<file path="config.mk">
export PLATFORM = sky130hd
export DESIGN_NAME = zxuno_regbus_ctrl_flat
export DESIGN_NICKNAME = d
export VERILOG_FILES = /design/src/rtl/zxuno_regbus_if.sv /design/src/rtl/zxuno_regbus_ctrl.sv /design/src/flat_wrapper.sv
export SDC_FILE = /design/constraint.sdc
export NUM_CORES = 1
export LEC_CHECK = 0
export CORE_MARGIN = 2
export CORE_UTILIZATION = 34
export CTS_CLUSTER_DIAMETER = 150
export CTS_CLUSTER_SIZE = 12
export DETAILED_ROUTE_END_ITERATION = 8
export GPL_TIMING_DRIVEN = 0
export PLACE_DENSITY_LB_ADDON = 0.15
export REMOVE_ABC_BUFFERS = 1
export SLEW_MARGIN = 20
export SYNTH_ARGS = -nofsm -noshare
export SYNTH_HDL_FRONTEND = slang
export SYNTH_SLANG_ARGS = --single-unit
</file>
<file path="constraint.sdc">
create_clock -name clk -period 2.43 [get_ports clk]
set_clock_uncertainty 0.05 [all_clocks]
set_input_delay 0.6075 -clock clk [delete_from_list [all_inputs] [get_ports clk]]
set_output_delay 0.6075 -clock clk [all_outputs]
set_load 0.05 [all_outputs]
</file>
<file path="src/rtl/zxuno_regbus_if.sv">
// ZX-UNO register bus bundle: Z80 I/O side, register strobes and the
// peripheral response lines collected into one port.
interface zxuno_regbus_if #(
  parameter int NPERIPH = 4
);
  logic [15:0]          cpu_a;
  logic                 cpu_iorq_n;
  logic                 cpu_rd_n;
  logic                 cpu_wr_n;
  logic [7:0]           cpu_din;
  logic [7:0]           cpu_dout;
  logic                 cpu_oe_n;
  logic [7:0]           zxuno_addr;
  logic                 zxuno_regrd;
  logic                 zxuno_regwr;
  logic [7:0]           zxuno_wrdata;
  logic                 regaddr_changed;
  logic [8*NPERIPH-1:0] per_dout;
  logic [NPERIPH-1:0]   per_oe_n;

  // CPU plus peripherals drive the controller
  modport master (
    output cpu_a, cpu_iorq_n, cpu_rd_n, cpu_wr_n, cpu_din, per_dout, per_oe_n,
    input  cpu_dout, cpu_oe_n, zxuno_addr, zxuno_regrd, zxuno_regwr,
           zxuno_wrdata, regaddr_changed
  );

  modport slave (
    input  cpu_a, cpu_iorq_n, cpu_rd_n, cpu_wr_n, cpu_din, per_dout, per_oe_n,
    output cpu_dout, cpu_oe_n, zxuno_addr, zxuno_regrd, zxuno_regwr,
           zxuno_wrdata, regaddr_changed
  );
endinterface

</file>
<file path="src/rtl/zxuno_regbus_ctrl.sv">
// ZX-UNO register bus sequencer: decodes the address/data I/O ports, holds the
// selected register, generates regrd/regwr/addr-changed strobes, muxes read data.
module zxuno_regbus_ctrl #(
  parameter int          NPERIPH    = 4,
  parameter logic [15:0] ADDR_PORT  = 16'hFC3B,
  parameter logic [15:0] DATA_PORT  = 16'hFD3B,
  parameter logic [7:0]  RESET_ADDR = 8'h00
) (
  input logic           clk,
  input logic           rst,
  zxuno_regbus_if.slave bus
);

  typedef enum logic [2:0] {
    IDLE     = 3'd0,
    AWR      = 3'd1,
    DRD      = 3'd2,
    DWR      = 3'd3,
    WAIT_END = 3'd4
  } state_t;

  state_t     state_reg, state_next;
  logic       acc_a, acc_d;
  logic [7:0] addr_reg, addr_next;
  logic [7:0] wrdata_reg, wrdata_next;
  logic       regrd_reg, regrd_next;
  logic       regwr_reg, regwr_next;
  logic       chg_reg, chg_next;
  logic       oe_n_reg, oe_n_next;
  logic       rd_addr_reg, rd_addr_next;
  logic [7:0] per_data [NPERIPH];
  logic [7:0] per_sel;

  assign acc_a = !bus.cpu_iorq_n && (bus.cpu_a == ADDR_PORT);
  assign acc_d = !bus.cpu_iorq_n && (bus.cpu_a == DATA_PORT);

  for (genvar gi = 0; gi < NPERIPH; gi++) begin : g_per_unpack
    assign per_data[gi] = bus.per_dout[8*gi +: 8];
  end

  // Lowest-indexed enabled peripheral wins; an undriven bus reads as 0xFF.
  always_comb begin
    per_sel = 8'hFF;
    for (int k = NPERIPH - 1; k >= 0; k--) begin
      if (!bus.per_oe_n[k]) per_sel = per_data[k];
    end
  end

  always_ff @(posedge clk or posedge rst) begin
    if (rst) begin
      state_reg   <= WAIT_END;
      addr_reg    <= RESET_ADDR;
      wrdata_reg  <= 8'h00;
      regrd_reg   <= 1'b0;
      regwr_reg   <= 1'b0;
      chg_reg     <= 1'b0;
      oe_n_reg    <= 1'b1;
      rd_addr_reg <= 1'b0;
    end else begin
      state_reg   <= state_next;
      addr_reg    <= addr_next;
      wrdata_reg  <= wrdata_next;
      regrd_reg   <= regrd_next;
      regwr_reg   <= regwr_next;
      chg_reg     <= chg_next;
      oe_n_reg    <= oe_n_next;
      rd_addr_reg <= rd_addr_next;
    end
  end

  // Writes take priority over reads when both strobes are low.
  always_comb begin
    state_next = state_reg;
    case (state_reg)
      IDLE: begin
        if (acc_a && !bus.cpu_wr_n)                 state_next = AWR;
        else if (acc_d && !bus.cpu_wr_n)            state_next = DWR;
        else if ((acc_a || acc_d) && !bus.cpu_rd_n) state_next = DRD;
      end
      AWR, DWR: state_next = WAIT_END;
      DRD: begin
        if (bus.cpu_iorq_n || bus.cpu_rd_n) state_next = IDLE;
      end
      WAIT_END: begin
        if (bus.cpu_iorq_n) state_next = IDLE;
      end
      default: state_next = WAIT_END;
    endcase
  end

  always_comb begin
    addr_next    = addr_reg;
    wrdata_next  = wrdata_reg;
    rd_addr_next = rd_addr_reg;
    if (state_reg == IDLE) rd_addr_next = acc_a;
    if (state_reg == AWR)  addr_next    = bus.cpu_din;
    if (state_reg == DWR)  wrdata_next  = bus.cpu_din;
    // Strobe pulses land in the WAIT_END cycle that always follows AWR/DWR.
    chg_next   = (state_reg == AWR);
    regwr_next = (state_reg == DWR);
    regrd_next = (state_next == DRD) && !rd_addr_next;
    oe_n_next  = (state_next != DRD);
  end

  assign bus.cpu_dout        = oe_n_reg ? 8'hFF : (rd_addr_reg ? addr_reg : per_sel);
  assign bus.cpu_oe_n        = oe_n_reg;
  assign bus.zxuno_addr      = addr_reg;
  assign bus.zxuno_regrd     = regrd_reg;
  assign bus.zxuno_regwr     = regwr_reg;
  assign bus.zxuno_wrdata    = wrdata_reg;
  assign bus.regaddr_changed = chg_reg;

endmodule

</file>
<file path="src/flat_wrapper.sv">
// flat-port wrapper written by rule: the top's interface ports become plain ports
module zxuno_regbus_ctrl_flat 
#(
  parameter int          NPERIPH    = 4,
  parameter logic [15:0] ADDR_PORT  = 16'hFC3B,
  parameter logic [15:0] DATA_PORT  = 16'hFD3B,
  parameter logic [7:0]  RESET_ADDR = 8'h00
)
  (clk, rst, bus_cpu_a, bus_cpu_iorq_n, bus_cpu_rd_n, bus_cpu_wr_n, bus_cpu_din, bus_per_dout, bus_per_oe_n, bus_cpu_dout, bus_cpu_oe_n, bus_zxuno_addr, bus_zxuno_regrd, bus_zxuno_regwr, bus_zxuno_wrdata, bus_regaddr_changed);
  zxuno_regbus_if #(.NPERIPH(NPERIPH)) bus_i ();
  input logic clk;
  input logic rst;
  input wire logic [$bits(bus_i.cpu_a)-1:0] bus_cpu_a;
  input wire logic [$bits(bus_i.cpu_iorq_n)-1:0] bus_cpu_iorq_n;
  input wire logic [$bits(bus_i.cpu_rd_n)-1:0] bus_cpu_rd_n;
  input wire logic [$bits(bus_i.cpu_wr_n)-1:0] bus_cpu_wr_n;
  input wire logic [$bits(bus_i.cpu_din)-1:0] bus_cpu_din;
  input wire logic [$bits(bus_i.per_dout)-1:0] bus_per_dout;
  input wire logic [$bits(bus_i.per_oe_n)-1:0] bus_per_oe_n;
  output wire logic [$bits(bus_i.cpu_dout)-1:0] bus_cpu_dout;
  output wire logic [$bits(bus_i.cpu_oe_n)-1:0] bus_cpu_oe_n;
  output wire logic [$bits(bus_i.zxuno_addr)-1:0] bus_zxuno_addr;
  output wire logic [$bits(bus_i.zxuno_regrd)-1:0] bus_zxuno_regrd;
  output wire logic [$bits(bus_i.zxuno_regwr)-1:0] bus_zxuno_regwr;
  output wire logic [$bits(bus_i.zxuno_wrdata)-1:0] bus_zxuno_wrdata;
  output wire logic [$bits(bus_i.regaddr_changed)-1:0] bus_regaddr_changed;
  assign bus_i.cpu_a = bus_cpu_a;
  assign bus_i.cpu_iorq_n = bus_cpu_iorq_n;
  assign bus_i.cpu_rd_n = bus_cpu_rd_n;
  assign bus_i.cpu_wr_n = bus_cpu_wr_n;
  assign bus_i.cpu_din = bus_cpu_din;
  assign bus_i.per_dout = bus_per_dout;
  assign bus_i.per_oe_n = bus_per_oe_n;
  assign bus_cpu_dout = bus_i.cpu_dout;
  assign bus_cpu_oe_n = bus_i.cpu_oe_n;
  assign bus_zxuno_addr = bus_i.zxuno_addr;
  assign bus_zxuno_regrd = bus_i.zxuno_regrd;
  assign bus_zxuno_regwr = bus_i.zxuno_regwr;
  assign bus_zxuno_wrdata = bus_i.zxuno_wrdata;
  assign bus_regaddr_changed = bus_i.regaddr_changed;
  zxuno_regbus_ctrl #(.NPERIPH(NPERIPH), .ADDR_PORT(ADDR_PORT), .DATA_PORT(DATA_PORT), .RESET_ADDR(RESET_ADDR)) u_core (.clk(clk), .rst(rst), .bus(bus_i));
endmodule
</file>
==> impl_metrics.py <==
metrics = {
    "clock_tree": {
        "htreeDepth": 1,
        "cts_buffers": 3,
        "numClockSinks": 24,
        "clk_pin_slew_ns": 0.08,
        "cts_tree": "done",
        "cts_root_buf": "clkbuf_8",
        "clk_latency_ns": 0.26,
        "cts.path.max_buffers": 2,
    },
    "hold_path": {
        "min_to": "u_core.bus.zxuno_wrdata[7]",
        "hold_start": "u_core.bus.zxuno_wrdata[7]",
        "holdPathStages": 2,
        "hold_class": "reg -> reg",
    },
    "sta": {
        "fmax_mhz": 421,
        "min_period_over_period": 0.977,
        "finalSetupViolations": 0,
        "finalHoldViolations": 0,
        "maxSlewViolCount": 0,
        "slew_headroom": 0.411,
        "finalCriticalPeriod_ns": 2.37,
        "grt_setup_unrepaired": "false",
        "tightest_slew_ns": 0.882,
    },
    "yosys": {
        "syn_area_per_cell_um2": 9.68,
        "ys.flop_type": "dfrtp_1",
        "synth_mux_area_frac": 0.0771,
        "synth-xor-area-share": 0,
        "synth.area.top_cells": "dfrtp_1 (42%), nand2_1 (7.2%), mux2_2 (6.9%)",
        "ys_seq_elements": 24,
        "synth-edff-count": 0,
        "yosys.area.top_type_share": 0.424,
        "synth_fa_ha_area_frac": 0,
        "synth_top_cell_by_area": "dfrtp_1",
        "synth_compound_area_frac": 0.206,
        "ys_seq_area_frac": 0.465,
        "yosysWarnings": 0,
        "async_flop_share": 1.00,
        "syn_inst": 134,
        "synth_simple_gate_area_frac": 0.215,
        "yosysUniqueCellTypes": 32,
        "syn_area_um2": 1300,
        "synth_top_family_by_area": "simple AND/OR/NAND/NOR gates",
    },
    "critical_path": {
        "worst_r2r_endpoint": "u_core.bus.zxuno_addr[1]",
        "critPathMaxFanout": 1,
        "critPathLaunchType": "input port",
        "crit_type": "in -> out",
        "r2r_setup_slack_ns": 0.82,
        "r2r_cells": 2,
        "crit_path_end_kind": "output pin",
        "crit_arrival_ns": 1.72,
        "reg2reg_from": "u_core.state_reg[1]",
        "cp.required_ns": 1.77,
    },
    "placed_design": {
        "place_hpwl_mm": 3.09,
        "placed_cells": 266,
        "gp_congestion": 0.731,
        "io_buffers": 92,
    },
    "drt": {
        "ant_nets": 0,
        "num_vias": 1375,
        "avgRoutedWirePerCell_um": 14.4,
        "viasPerCell": 5.09,
        "drt_wl_total_mm": 3.89,
        "drtIter0Drc": 50,
        "dr.pass1.iters": 4,
        "drc": 0,
    },
    "final_layout": {
        "nNetsFinal": 288,
        "nFillCells": 315,
        "layout-drive-gt1-share": 0.185,
        "area_growth_pct": 83.0,
        "stdcell_count": 270,
        "fin_util": 0.649,
        "antenna_cells": 0,
    },
    "global_route": {
        "grt_usage": 0.174,
        "grt_pass1_wl_mm": 5.88,
        "grt_pass1_vias": 1320,
        "grt_antenna_before_repair": 0,
        "grt_max_degree": 25,
        "gr-total-overflow": 0,
    },
    "floorplan": {
        "die_w_um": 65.8,
        "die_area_um2": 4330,
        "initial_core_util": 0.354,
        "dieHeight_um": 65.8,
        "num_io_pins": 93,
        "row_count": 22,
        "core_um2": 3660,
    },
    "power": {
        "p_per_area_nw_per_um2": 347,
        "p_leak_nw": 1.05,
        "irDropWorstVdd_uv": 328,
    },
    "outcome": {
        "status": "completed",
    },
    "job": {
        "maxCapViolCount": 0,
    },
}
-- final cells by class --
type / count / area [um2] / area share
well taps: 48 / 60.1 / 0.0253
repair buffers: 92 / 913 / 0.385
clock buffers: 4 / 55.1 / 0.0232
flip-flops and latches: 24 / 603 / 0.254
multi-input cells: 98 / 728 / 0.307
inverters: 4 / 15.0 / 0.00632
-- worst max-delay path by stage --
stage,from,endpoint,slack [ns],cells after the start
after detailed placement,bus_per_oe_n[2],bus_cpu_dout[3],-1.19,6
after floorplan,bus_per_oe_n[3],bus_cpu_dout[6],-0.27,4
after global routing,bus_per_oe_n[0],bus_cpu_dout[3],0.007,5
after CTS,bus_per_dout[27],bus_cpu_dout[3],-0.002,5
after global placement,bus_per_oe_n[2],bus_cpu_dout[1],-1.12,6
final,bus_per_dout[15],bus_cpu_dout[7],0.06,5
-- power by group --
| part | switching [mW] | internal [mW] | total [mW] | leakage (nW) |
|---|---|---|---|---|
| logic | 0.0588 | 0.104 | 0.163 | 0.730 |
| clock network | 0.118 | 0.144 | 0.262 | 0.0288 |
| registers | 0.0000431 | 0.399 | 0.399 | 0.286 |
-- stage by stage --
step / TNS, ns / power (mW) / cell area, um2 / hold WS (ns) / worst slack (ns)
final: 0 / 0.824 / 2370 / 0.430 / 0.0563
after global routing: 0 / 0.860 / 2370 / 0.462 / 0.00742
after CTS: -0.00184 / 0.832 / 2350 / 0.435 / -0.00184
after detailed placement: -9.00 / 0.566 / 2250 / 0.415 / -1.19
after global placement: -8.60 / 0.562 / 2250 / 0.408 / -1.12
after floorplan: -0.267 / 0.444 / 1260 / 0.454 / -0.267
-- repair_timing --
| item | CTS | global route |
|---|---|---|
| setup endpoints to repair | 8 | 8 |
| setup buffers | 0 | 0 |
| gates resized for setup | 95 | 13 |
| pin swaps | 22 | 11 |
| hold endpoints to repair | 0 | 0 |
| hold buffers | 0 | 0 |
-- cell usage in the layout (no fill, tap or decap), types with 4 or more instances in the layout --
master,count
clkdlybuf4s50_1,61
nand2_1,25
dfrtp_1,22
dlygate4sd2_1,13
nor2_1,11
mux2_2,8
nand2b_1,8
o221ai_2,7
a211o_1,7
buf_6,7
dlymetal6s2s_1,6
a311oi_2,4
clkbuf_8,4
-- worst max-delay path: stages --
cell	delay, ns
clkdlybuf4s50_1	0.46
nand2b_1	0.05
a311oi_1	0.29
a211o_1	0.16
buf_6	0.15
-- cells in the mapped netlist (2+ instances only) --
cell / n
mux2_2: 8
a21oi_1: 3
nand4_1: 2
clkbuf_1: 5
o31ai_1: 2
a211o_1: 7
nand2_1: 25
nor2_1: 11
buf_2: 2
dfrtp_1: 22
o21ai_0: 3
o221ai_1: 7
nand2b_1: 9
a311oi_1: 7
inv_1: 3
dfstp_2: 2
-- kinds of logic after synthesis --
kind of cell	count (synthesis)
and+or+nand+nor	57
AOI/OAI and AO/OA	32
muxes	9
DFF	24
buffers and inverters	12
-- metal layers --
layer | global-route usage | up-vias | part of all wire
li1 | - | 666 | -
met5 | 0 | - | 0
met1 | 0.198 | 643 | 0.39
met3 | 0.0341 | 5 | 0.088
met4 | 0.0443 | 0 | 0.010
met2 | 0.328 | 61 | 0.51
Power figures use the tool's default switching activity.
